### src/rtl/regfile_host_arbiter.sv
// rtl/regfile_host_arbiter.sv - shares the register file write port and read port 1 between the WB stage and a host requester
module regfile_host_arbiter #(
    parameter int DATA_W       = 32,
    parameter int ADDR_W       = 3,
    parameter int DRAIN_CYCLES = 4
) (
    input  logic              clk,
    input  logic              clr_n,
    input  logic              host_req,
    input  logic              host_we,
    input  logic [ADDR_W-1:0] host_addr,
    input  logic [DATA_W-1:0] host_wdata,
    output logic              host_ack,
    output logic [DATA_W-1:0] host_rdata,
    output logic              pipe_stall,
    input  logic [ADDR_W-1:0] pipe_waddr,
    input  logic [DATA_W-1:0] pipe_wdata,
    input  logic              pipe_wena,
    input  logic [ADDR_W-1:0] pipe_r1addr,
    output logic [ADDR_W-1:0] rf_waddr,
    output logic [DATA_W-1:0] rf_wdata,
    output logic              rf_wena,
    output logic [ADDR_W-1:0] rf_r1addr,
    input  logic [DATA_W-1:0] rf_r1data,
    output logic              wr_conflict
);

    typedef enum logic [1:0] {
        IDLE   = 2'd0,
        DRAIN  = 2'd1,
        ACCESS = 2'd2,
        RESP   = 2'd3
    } state_t;

    localparam logic [3:0] CNT_INIT = 4'(DRAIN_CYCLES - 1);

    state_t              state_q;
    state_t              state_d;
    logic [3:0]          cnt_q;
    logic [3:0]          cnt_d;
    logic                lat_we;
    logic [ADDR_W-1:0]   lat_addr;
    logic [DATA_W-1:0]   lat_wdata;
    logic                host_slot;
    logic                commit;

    // The host only owns the ports in ACCESS cycles where the WB stage is idle.
    assign host_slot  = (state_q == ACCESS) && !pipe_wena;
    assign commit     = host_slot;
    assign pipe_stall = (state_q == DRAIN) || (state_q == ACCESS);
    assign host_ack   = (state_q == RESP);

    always_comb begin
        rf_wena   = pipe_wena;
        rf_waddr  = pipe_waddr;
        rf_wdata  = pipe_wdata;
        rf_r1addr = pipe_r1addr;
        if (host_slot) begin
            rf_wena   = lat_we;
            rf_waddr  = lat_addr;
            rf_wdata  = lat_wdata;
            rf_r1addr = lat_addr;
        end
    end

    always_comb begin
        state_d = state_q;
        cnt_d   = cnt_q;
        case (state_q)
            IDLE: begin
                if (host_req) begin
                    state_d = DRAIN;
                    cnt_d   = CNT_INIT;
                end
            end
            DRAIN: begin
                if (!host_req) begin
                    state_d = IDLE;
                end else if (cnt_q == 4'd0 && !pipe_wena) begin
                    state_d = ACCESS;
                end else if (cnt_q != 4'd0) begin
                    cnt_d = cnt_q - 4'd1;
                end
            end
            ACCESS: begin
                if (commit) begin
                    state_d = RESP;
                end
            end
            RESP: begin
                if (!host_req) begin
                    state_d = IDLE;
                end
            end
            default: begin
                state_d = IDLE;
            end
        endcase
    end

    always_ff @(posedge clk or negedge clr_n) begin
        if (!clr_n) begin
            state_q <= IDLE;
            cnt_q   <= 4'd0;
        end else begin
            state_q <= state_d;
            cnt_q   <= cnt_d;
        end
    end

    always_ff @(posedge clk or negedge clr_n) begin
        if (!clr_n) begin
            lat_we    <= 1'b0;
            lat_addr  <= '0;
            lat_wdata <= '0;
        end else if (state_q == IDLE && host_req) begin
            lat_we    <= host_we;
            lat_addr  <= host_addr;
            lat_wdata <= host_wdata;
        end
    end

    // Read data persists across later writes; only a committed read replaces it.
    always_ff @(posedge clk or negedge clr_n) begin
        if (!clr_n) begin
            host_rdata <= '0;
        end else if (commit && !lat_we) begin
            host_rdata <= rf_r1data;
        end
    end

    always_ff @(posedge clk or negedge clr_n) begin
        if (!clr_n) begin
            wr_conflict <= 1'b0;
        end else if (state_q == ACCESS && pipe_wena) begin
            wr_conflict <= 1'b1;
        end
    end

endmodule

### config.mk
export PLATFORM = sky130hd
export DESIGN_NAME = regfile_host_arbiter
export DESIGN_NICKNAME = d
export VERILOG_FILES = /design/src/rtl/regfile_host_arbiter.sv
export SDC_FILE = /design/constraint.sdc
export NUM_CORES = 1
export LEC_CHECK = 0
export ABC_AREA = 1
export ABC_CLOCK_PERIOD_IN_PS = 2150
export CORE_MARGIN = 2
export CORE_UTILIZATION = 40
export CTS_CLUSTER_SIZE = 25
export DETAILED_ROUTE_END_ITERATION = 8
export PLACE_DENSITY_LB_ADDON = 0.12
export SYNTH_ARGS = -nofsm -noshare
export SYNTH_HDL_FRONTEND = slang
export SYNTH_SLANG_ARGS = --single-unit
### constraint.sdc
create_clock -name clk -period 2.15 [get_ports clk]
set_input_delay 0.645 -clock clk [delete_from_list [all_inputs] [get_ports clk]]
set_output_delay 0.645 -clock clk [all_outputs]
set_load 0.005 [all_outputs]
### Word level (Yosys, flattened, before mapping)

Index checks and enable logic that the tools add are counted.

| storage, ports and cells | value |
|---|---|
| input bits | 110 |
| register bits | 75 |
| output and inout port bits | 74 |
| logic and storage cells | 47 |

| operators by class | value |
|---|---|
| add/sub/neg operators | 1 |
| reductions and logical operators | 14 |
| muxes and demuxes | 15 |
| equal/unequal tests | 10 |

Operators by type and width:

| cell | number |
|---|---|
| 32-bit two-way mux | 1 |
| 4-bit two-way mux | 4 |
| 2-bit two-way mux | 5 |
| 2-bit != test, second input constant | 5 |
| 2-bit case mux with 4 select lines | 1 |
| 4-bit case mux with 2 select lines | 1 |
| 3-bit two-way mux | 2 |
| 1-bit logical AND | 5 |
| 5-bit AND reduction | 1 |
| 2-bit equality test, second input constant | 2 |
| 4-bit zero test | 1 |
| 4-bit AND reduction | 1 |
| 4-bit nonzero test | 1 |
| 4-bit by 1-bit subtractor with 4-bit output, second input constant | 1 |
| 3-bit by 2-bit != test with 1-bit output, second input constant | 1 |
| 2-bit by 1-bit equality test with 1-bit output, second input constant | 1 |
| 1-bit zero test | 2 |
| 2-bit zero test | 1 |
| 2-bit by 1-bit != test with 1-bit output, second input constant | 1 |
| 2-bit nonzero test | 1 |
| 1-bit logical OR | 1 |
| 1-bit two-way mux | 1 |

### Logic depth before layout (Yosys ltp)

Gate-level depths: netlist of run 1.

| logic depth | value |
|---|---|
| depth in word-level cells | 5 |
| depth in mapped cells | 9 |
| depth with buffers taken out | 8 |

### Least setup slack after synthesis of run 1

No wires, ideal clock.

| path | value |
|---|---|
| path kind | reg-to-output |
| start point | register state_q[0] |
| end point | output rf_r1addr[0] |
| cell stages (with the launch flop) | 10 |
| required time | 1.505 ns |
| data arrival time | 1.320 ns |
| slack | 0.185 ns |
| buffers on the path | 2 |
| path through | dfrtp_1 -> inv_1 -> ha_1 -> inv_1 -> nor2_4 -> inv_2 -> buf_2 -> buf_6 -> nand2_1 -> nand2_1 |

| on the way | value |
|---|---|
| longest elaborated chain between the ends | 3 |

Ends and longest elaborated chain:

| element | RTL line | RTL |
|---|---|---|
| from (decl) | 37 | `state_t state_q;` |
| from (signal assigned) | 106 | `state_q <= state_d;` |
| 2-bit equality test | 48 | `assign host_slot = (state_q == ACCESS) && !pipe_wena;` |
| 1-bit logical AND | 48 |  |
| 3-bit two-way mux | 58 | `if (host_slot) begin` |
| to (decl) | 23 | `output logic [ADDR_W-1:0] rf_r1addr,` |

No other way between the ends.

### Final worst setup path of run 1

| path | value |
|---|---|
| start point | register state_q[0] |
| end point | output rf_wdata[15] |

| on the way | value |
|---|---|
| longest elaborated chain between the ends | 3 |

Ends and longest elaborated chain:

| element | RTL line | RTL |
|---|---|---|
| 2-bit equality test | 48 |  |
| 1-bit logical AND | 48 |  |
| 32-bit two-way mux | 58 |  |
| to (decl) | 21 | `output logic [DATA_W-1:0] rf_wdata,` |

No other way between the ends.

==> results of run 1 <==
## sequential cells by signal (all words and copies together) (netlist names), named ones only
signal and cells:
state_q 1, lat_wdata 32, cnt_q 4, wr_conflict 1, lat_we 1, lat_addr 3
host_rdata 32
## worst paths after layout
path                                                    to                       from  cells past startpoint  slack (ns)
worst max-delay path                          rf_wdata[15]     state_q[0]$_DFFE_PN0P_                     10       -0.24
worst min-delay path            host_rdata[20]$_DFFE_PN0P_                      clr_n                      1        0.25
worst max register to register  host_rdata[30]$_DFFE_PN0P_     state_q[0]$_DFFE_PN0P_                     11        0.32
worst min register to register   host_rdata[1]$_DFFE_PN0P_  host_rdata[1]$_DFFE_PN0P_                      2        0.47
max in group asynchronous         lat_wdata[9]$_DFFE_PN0P_                      clr_n                      2        1.31
min in group clk                 host_rdata[1]$_DFFE_PN0P_  host_rdata[1]$_DFFE_PN0P_                      2        0.47
## cell type report
type	count	area share, %
repair buffers	215	33.8
flip-flops and latches	75	30.8
multi-input cells	293	28.0
well taps	108	2.22
clock buffers	9	2.03
clock inverters	7	2.03
inverters	15	1.09
## synthesized netlist by cell type
master	instances	area [um2]
a21oi_1	2	10.0
buf_2	8	40.0
buf_4	4	30.0
buf_6	5	56.3
clkbuf_1	4	15.0
clkinv_1	1	3.75
dfrtp_1	75	1880
ha_1	7	87.6
inv_1	13	48.8
inv_2	1	3.75
mux2_2	17	191
mux2_4	18	270
nand2_1	197	739
nand2_2	1	6.26
nand3_1	37	185
nand4_1	1	6.26
nor2_1	6	22.5
nor2_4	1	11.3
o21ai_0	5	25.0
xor2_1	1	8.76
## per-stage QoR
step                instance area [um2]  worst slack (ns)  hold WS, ns  power (mW)  setup TNS [ns]
floorplan                          3640             0.185        0.349        3.31               0
global placement                   5650            -0.658        0.453        4.22          -27.72
detailed placement                 5650            -0.670        0.459        4.30          -28.12
CTS                                6060            -0.371        0.261        5.68          -11.02
global route                       6090            -0.323        0.274        6.06          -11.34
finish                             6090            -0.240        0.248        5.68           -7.91
## power by group through the flow
| stage | clock [mW] | sequential [mW] | combinational [mW] |
|---|---|---|---|
| 4_1_cts | 1.36 | 2.33 | 1.99 |
| 5_1_grt | 1.43 | 2.42 | 2.21 |
| 2_1_floorplan | 0 | 2.24 | 1.08 |
| 6_report | 1.34 | 2.34 | 2.00 |
| 3_5_place_dp | 0 | 2.30 | 2.00 |
| 3_3_place_gp | 0 | 2.28 | 1.94 |
## routing by layer
metal | GRT usage (%) | vias to the layer above | share of wire [%] | routed length (um)
met1 | 28.1 | 1627 | 41 | 4450
met3 | 4.01 | 21 | 5.9 | 647
met5 | 0 | - | 0 | 0
li1 | - | 1685 | - | -
met2 | 38.0 | 124 | 51 | 5520
met4 | 8.43 | 0 | 2.5 | 270
## what timing repair did
action | in CTS | in global routing
buffers inserted | 11 | 3
hold buffers | 0 | 0
cloned | 5 | 2
setup endpoints to repair | 41 | 39
resized for setup | 206 | 26
pin swaps | 26 | 2
## logic make-up after synthesis
group	share of synthesized area, %
flops	51.6
fa+ha+maj	2.41
compound gates	0.963
buf+inv	5.43
mux	12.7
xor+xnor	0.241
simple gates	26.7
==> results.md, run 1 <==
* Outcome: finished with violations
* Failing checks: negative setup slack
* Die Height at 99.4 um
* Sequential share of power at 41.2%
* Worst Tran Pin Value at 0.488 ns
* Root Buffer Master: clkbuf_8
* Layout Nets at 726
* Tmin final at 2.39 ns
* Reg area at 1880 um2
* Crit path capture type: primary output
* Avg Cell Area, Syn at 9.01 um2
* Routed wire length at 10900 um
* VDD IR-drop max at 0.506 mV
* FILL cells at 713
* Vias/cell at 4.79
* Die width at 99.4 um
* Fin cells at 722
* Sequential area share after synthesis at 51.6%
* Layout cell share with drive strength beyond 1 at 27.7%
* CTS tree: yes
* Clk Latency, worst-skew pair at 0.35 ns
* Top Ports at 184
* Most frequent cells in the layout: nand2_1 (158), clkdlybuf4s50_1 (140), dfrtp_1 (75), buf_2 (38), nand3_1 (37)
* Initial Util at 41.5%
* Reg clk slew, reported paths at 0.09 ns
* Initial antenna violation count at 0
* RSZ-0062 raised after global routing: yes
* Total CTS buffers at 9
* Area Overhead vs Synth at 67.3%
* Port Buffers at 183
* Pwr dens at 932 nW/um2
* Combinational share of power at 35.2%
* Post-Syn Nets at 521
* Grt ovf at 0
* #FFs+latches synth at 75
* Crit path max fanout at 7
* WP data arrival at 1.74 ns
* CP dominant cell by count: nand2_1
* Wire per inst at 15.1 um
* Core ar. at 8760 um2
* Total of max-cap violations at 0
* Row cnt at 34
* Cell variety after synth at 20
* DP Cell Count at 692
* Maximum achievable frequency at 0.418 GHz
* Vias in the first global route at 3523
* Startpoint Class: flip-flop
* H-tree levels at 3
* Routed Antenna Nets at 0
* Area of the multi-input gates at 1710 um2
* Leak pwr at 3.09 nW
* Crit-path leading delay family: buffers and inverters
* Die ar. at 9880 um2
* First-pass GRT wire length at 17400 um
* DRC at 0
* Power share of the clock group at 23.5%
* Period utilization at 111%
* CP Class: reg2out
* DRT iter0 DRCs at 101
* Cell internal pwr at 3.93 mW
* CTS Buffer Depth at 2
* Placer Congestion at 0.792
* Worst Skew at 0.0117 ns
* Critical path's largest stage delay at 0.40 ns
* Final Hold Viols at 0
* Setup WS post-layout at -0.240 ns
* Pin count of the biggest net entering global routing at 40
* Via count at 3457
* Drt first pass iters at 7
* Most common cell after layout, fill and taps aside: nand2_1
* Slowest-stage cell, CP: dfrtp_1
* Final Max Tran Viols at 0
* Switch Pwr at 1.75 mW
* Relative slew margins at 67.5%
* Sw Ratio at 30.8%
* CP bufs+invs at 6
* Ys Warns at 0
* CP cell instances: inv_2, ha_4, inv_4, nor2_4, buf_6, inv_8, buf_12, nand2_1, nand2_1, buf_2
* Worst hold path type: in2async
* Req. time, crit path at 1.50 ns
* Utilization after layout at 69.5%
* Overall Global Routing Usage at 22.2%
* Mapped Area at 3640 um2
* Mapped Cells at 404
* CTS Sinks at 75
* ANT cells at 0
* Final setup viols at 38
* Post-DP HPWL at 7460 um
No activity file was read; power rests on OpenSTA's default activity.
==> run 2: changes to the inputs <==
HOLD_SLACK_MARGIN = 0.15   (was not set)
==> results of run 2 <==
Same layout as run 1: the final DEF is identical, and so are final timing and power.
==> run 3: changes to the inputs <==
SKIP_CTS_REPAIR_TIMING = 1   (was not set)
==> run 3 against run 2 <==
Effect of this change:
- the run still ends with negative setup slack left
- clock power barely moved
- die area did not move
- wire length rose by 4.1%
- non-clock buffer count rose by 8
- clock skew fell by 0.00095 ns
- maximum frequency fell by 3.2%
- worst hold slack got worse by 0.00096 ns
- largest power group unchanged
- critical path type unchanged
- sequential power barely moved
- worst setup slack got worse by 0.079 ns
==> results.md, run 3 (synthesized netlist as in run 1, its figures left out) <==
* Outcome: finished with violations (unchanged)
* Failing checks: negative setup slack (unchanged)
* Setup WS post-layout at -0.318 ns (was -0.240 ns)
* Worst Tran Pin Value at 0.493 ns (was 0.488 ns)
* Wire per inst at 15.5 um (was 15.1 um)
* H-tree levels at 3 (unchanged)
* Crit path capture type: primary output (unchanged)
* Reg clk slew, reported paths at 0.09 ns (about the same)
* Core ar. at 8760 um2 (unchanged)
* Slowest-stage cell, CP: dfrtp_1 (unchanged)
* Most common cell after layout, fill and taps aside: nand2_1 (unchanged)
* Area Overhead vs Synth at 71.3% (was 67.3%)
* ANT cells at 0 (unchanged)
* Top Ports at 184 (unchanged)
* Most frequent cells in the layout: nand2_1 (155), clkdlybuf4s50_1 (140), dfrtp_1 (75), nand3_1 (37), nand2_2 (34) (was nand2_1 (158), clkdlybuf4s50_1 (140), dfrtp_1 (75), buf_2 (38), nand3_1 (37))
* Total CTS buffers at 9 (unchanged)
* Routed wire length at 11300 um (was 10900 um)
* Fin area at 6230 um2 (was 6090 um2)
* Final setup viols at 38 (unchanged)
* WP data arrival at 1.82 ns (was 1.74 ns)
* Worst Skew at 0.0107 ns (was 0.0117 ns)
* Pin count of the biggest net entering global routing at 40 (unchanged)
* Row cnt at 34 (unchanged)
* CTS Sinks at 75 (unchanged)
* Vias in the first global route at 3367 (was 3523)
* Die width at 99.4 um (unchanged)
* CP cell instances: inv_2, ha_4, inv_4, nor2_4, buf_12, clkinv_8, buf_6, clkbuf_16, nand2_2, nand2_1, clkbuf_2 (was inv_2, ha_4, inv_4, nor2_4, buf_6, inv_8, buf_12, nand2_1, nand2_1, buf_2)
* Utilization after layout at 71.1% (was 69.5%)
* Overall Global Routing Usage at 20.4% (was 22.2%)
* Period utilization at 115% (was 111%)
* Root Buffer Master: clkbuf_8 (unchanged)
* Startpoint Class: flip-flop (unchanged)
* Initial Util at 41.5% (unchanged)
* CP Class: reg2out (unchanged)
* FILL cells at 719 (was 713)
* Via count at 3549 (was 3457)
* CTS Buffer Depth at 2 (unchanged)
* Routed Antenna Nets at 0 (unchanged)
* Layout Nets at 734 (was 726)
* Die ar. at 9880 um2 (unchanged)
* Layout cell share with drive strength beyond 1 at 28.9% (was 27.7%)
* Drt first pass iters at 5 (was 7)
* Pre-CTS setup slack at -0.670 ns (unchanged)
* First-pass GRT wire length at 16100 um (was 17400 um)
* Worst hold path type: in2async (unchanged)
* Crit path max fanout at 7 (unchanged)
* Placer Congestion at 0.792 (unchanged)
* Maximum achievable frequency at 0.405 GHz (was 0.418 GHz)
* Total of max-cap violations at 0 (unchanged)
* VDD IR-drop max at 0.540 mV (was 0.506 mV)
* Initial antenna violation count at 0 (unchanged)
* CTS tree: yes (unchanged)
* Post-DP HPWL at 7460 um (unchanged)
* Grt ovf at 0 (unchanged)
* Vias/cell at 4.86 (was 4.79)
* Top flop regs: host_rdata x32, lat_wdata x32, cnt_q x4 (unchanged)
* Relative slew margins at 67.1% (was 67.5%)
* Die Height at 99.4 um (unchanged)
* Req. time, crit path at 1.50 ns (about the same)
* Critical path's largest stage delay at 0.39 ns (was 0.40 ns)
* CP bufs+invs at 7 (was 6)
* Tmin final at 2.47 ns (was 2.39 ns)
* Final Hold Viols at 0 (unchanged)
* Placed cell areas at 5650 um2 (unchanged)
* DRT iter0 DRCs at 87 (was 101)
* Final Max Tran Viols at 0 (unchanged)
* DRC at 0 (unchanged)
* Leak pwr at 3.18 nW (was 3.09 nW)
* RSZ-0062 raised after global routing: yes (unchanged)
* Clk Latency, worst-skew pair at 0.35 ns (about the same)
* Pwr dens at 914 nW/um2 (was 932 nW/um2)
* Port Buffers at 183 (unchanged)
* Crit-path leading delay family: buffers and inverters (unchanged)
-- run 3: layout make-up --
cell class	count	area (um2)	share of cell area (%)
timing repair buffer	223	2160	34.7
sequential	75	1880	30.1
multi-input combinational	293	1740	27.9
tap	108	135	2.17
clock buffer	9	124	1.99
clock inverter	7	124	1.99
inverter	15	71.3	1.14
-- run 3: worst paths after layout --
path / from / endpoint / slack, ns / depth (start not counted)
setup / recovery: state_q[0]$_DFFE_PN0P_ / rf_wdata[22] / -0.32 / 11
hold / removal: clr_n / host_rdata[20]$_DFFE_PN0P_ / 0.25 / 1
setup reg to reg: state_q[0]$_DFFE_PN0P_ / host_rdata[30]$_DFFE_PN0P_ / 0.07 / 14
hold reg to reg: host_rdata[1]$_DFFE_PN0P_ / host_rdata[1]$_DFFE_PN0P_ / 0.47 / 2
max in group asynchronous: clr_n / lat_wdata[9]$_DFFE_PN0P_ / 1.31 / 2
min in group clk: host_rdata[1]$_DFFE_PN0P_ / host_rdata[1]$_DFFE_PN0P_ / 0.47 / 2
-- run 3: layer usage --
layer  GRT usage (%)  vias up  share of wire [%]
met5               0        -                  0
met4            8.54        0                1.9
met3            4.15       16                5.9
met2            35.0      127                 52
met1            25.0     1709                 41
li1                -     1697                  -
-- run 3: where the power goes --
part	switching (mW)	leakage, nW	internal [mW]	total, mW
clock network	0.561	0.120	0.779	1.34
registers	0.368	0.949	1.96	2.33
logic	0.827	2.11	1.20	2.03
total	1.76	3.18	3.94	5.70
-- run 3: through the flow --
stage | hold WS, ns | total power [mW] | instances | setup TNS (ns)
detailed placement | 0.459 | 4.30 | 692 | -28.12
floorplan | 0.349 | 3.31 | 404 | 0
finish | 0.247 | 5.70 | 730 | -9.87
global route | 0.276 | 6.07 | 730 | -13.32
global placement | 0.453 | 4.22 | 692 | -27.72
CTS | 0.261 | 5.65 | 708 | -25.33
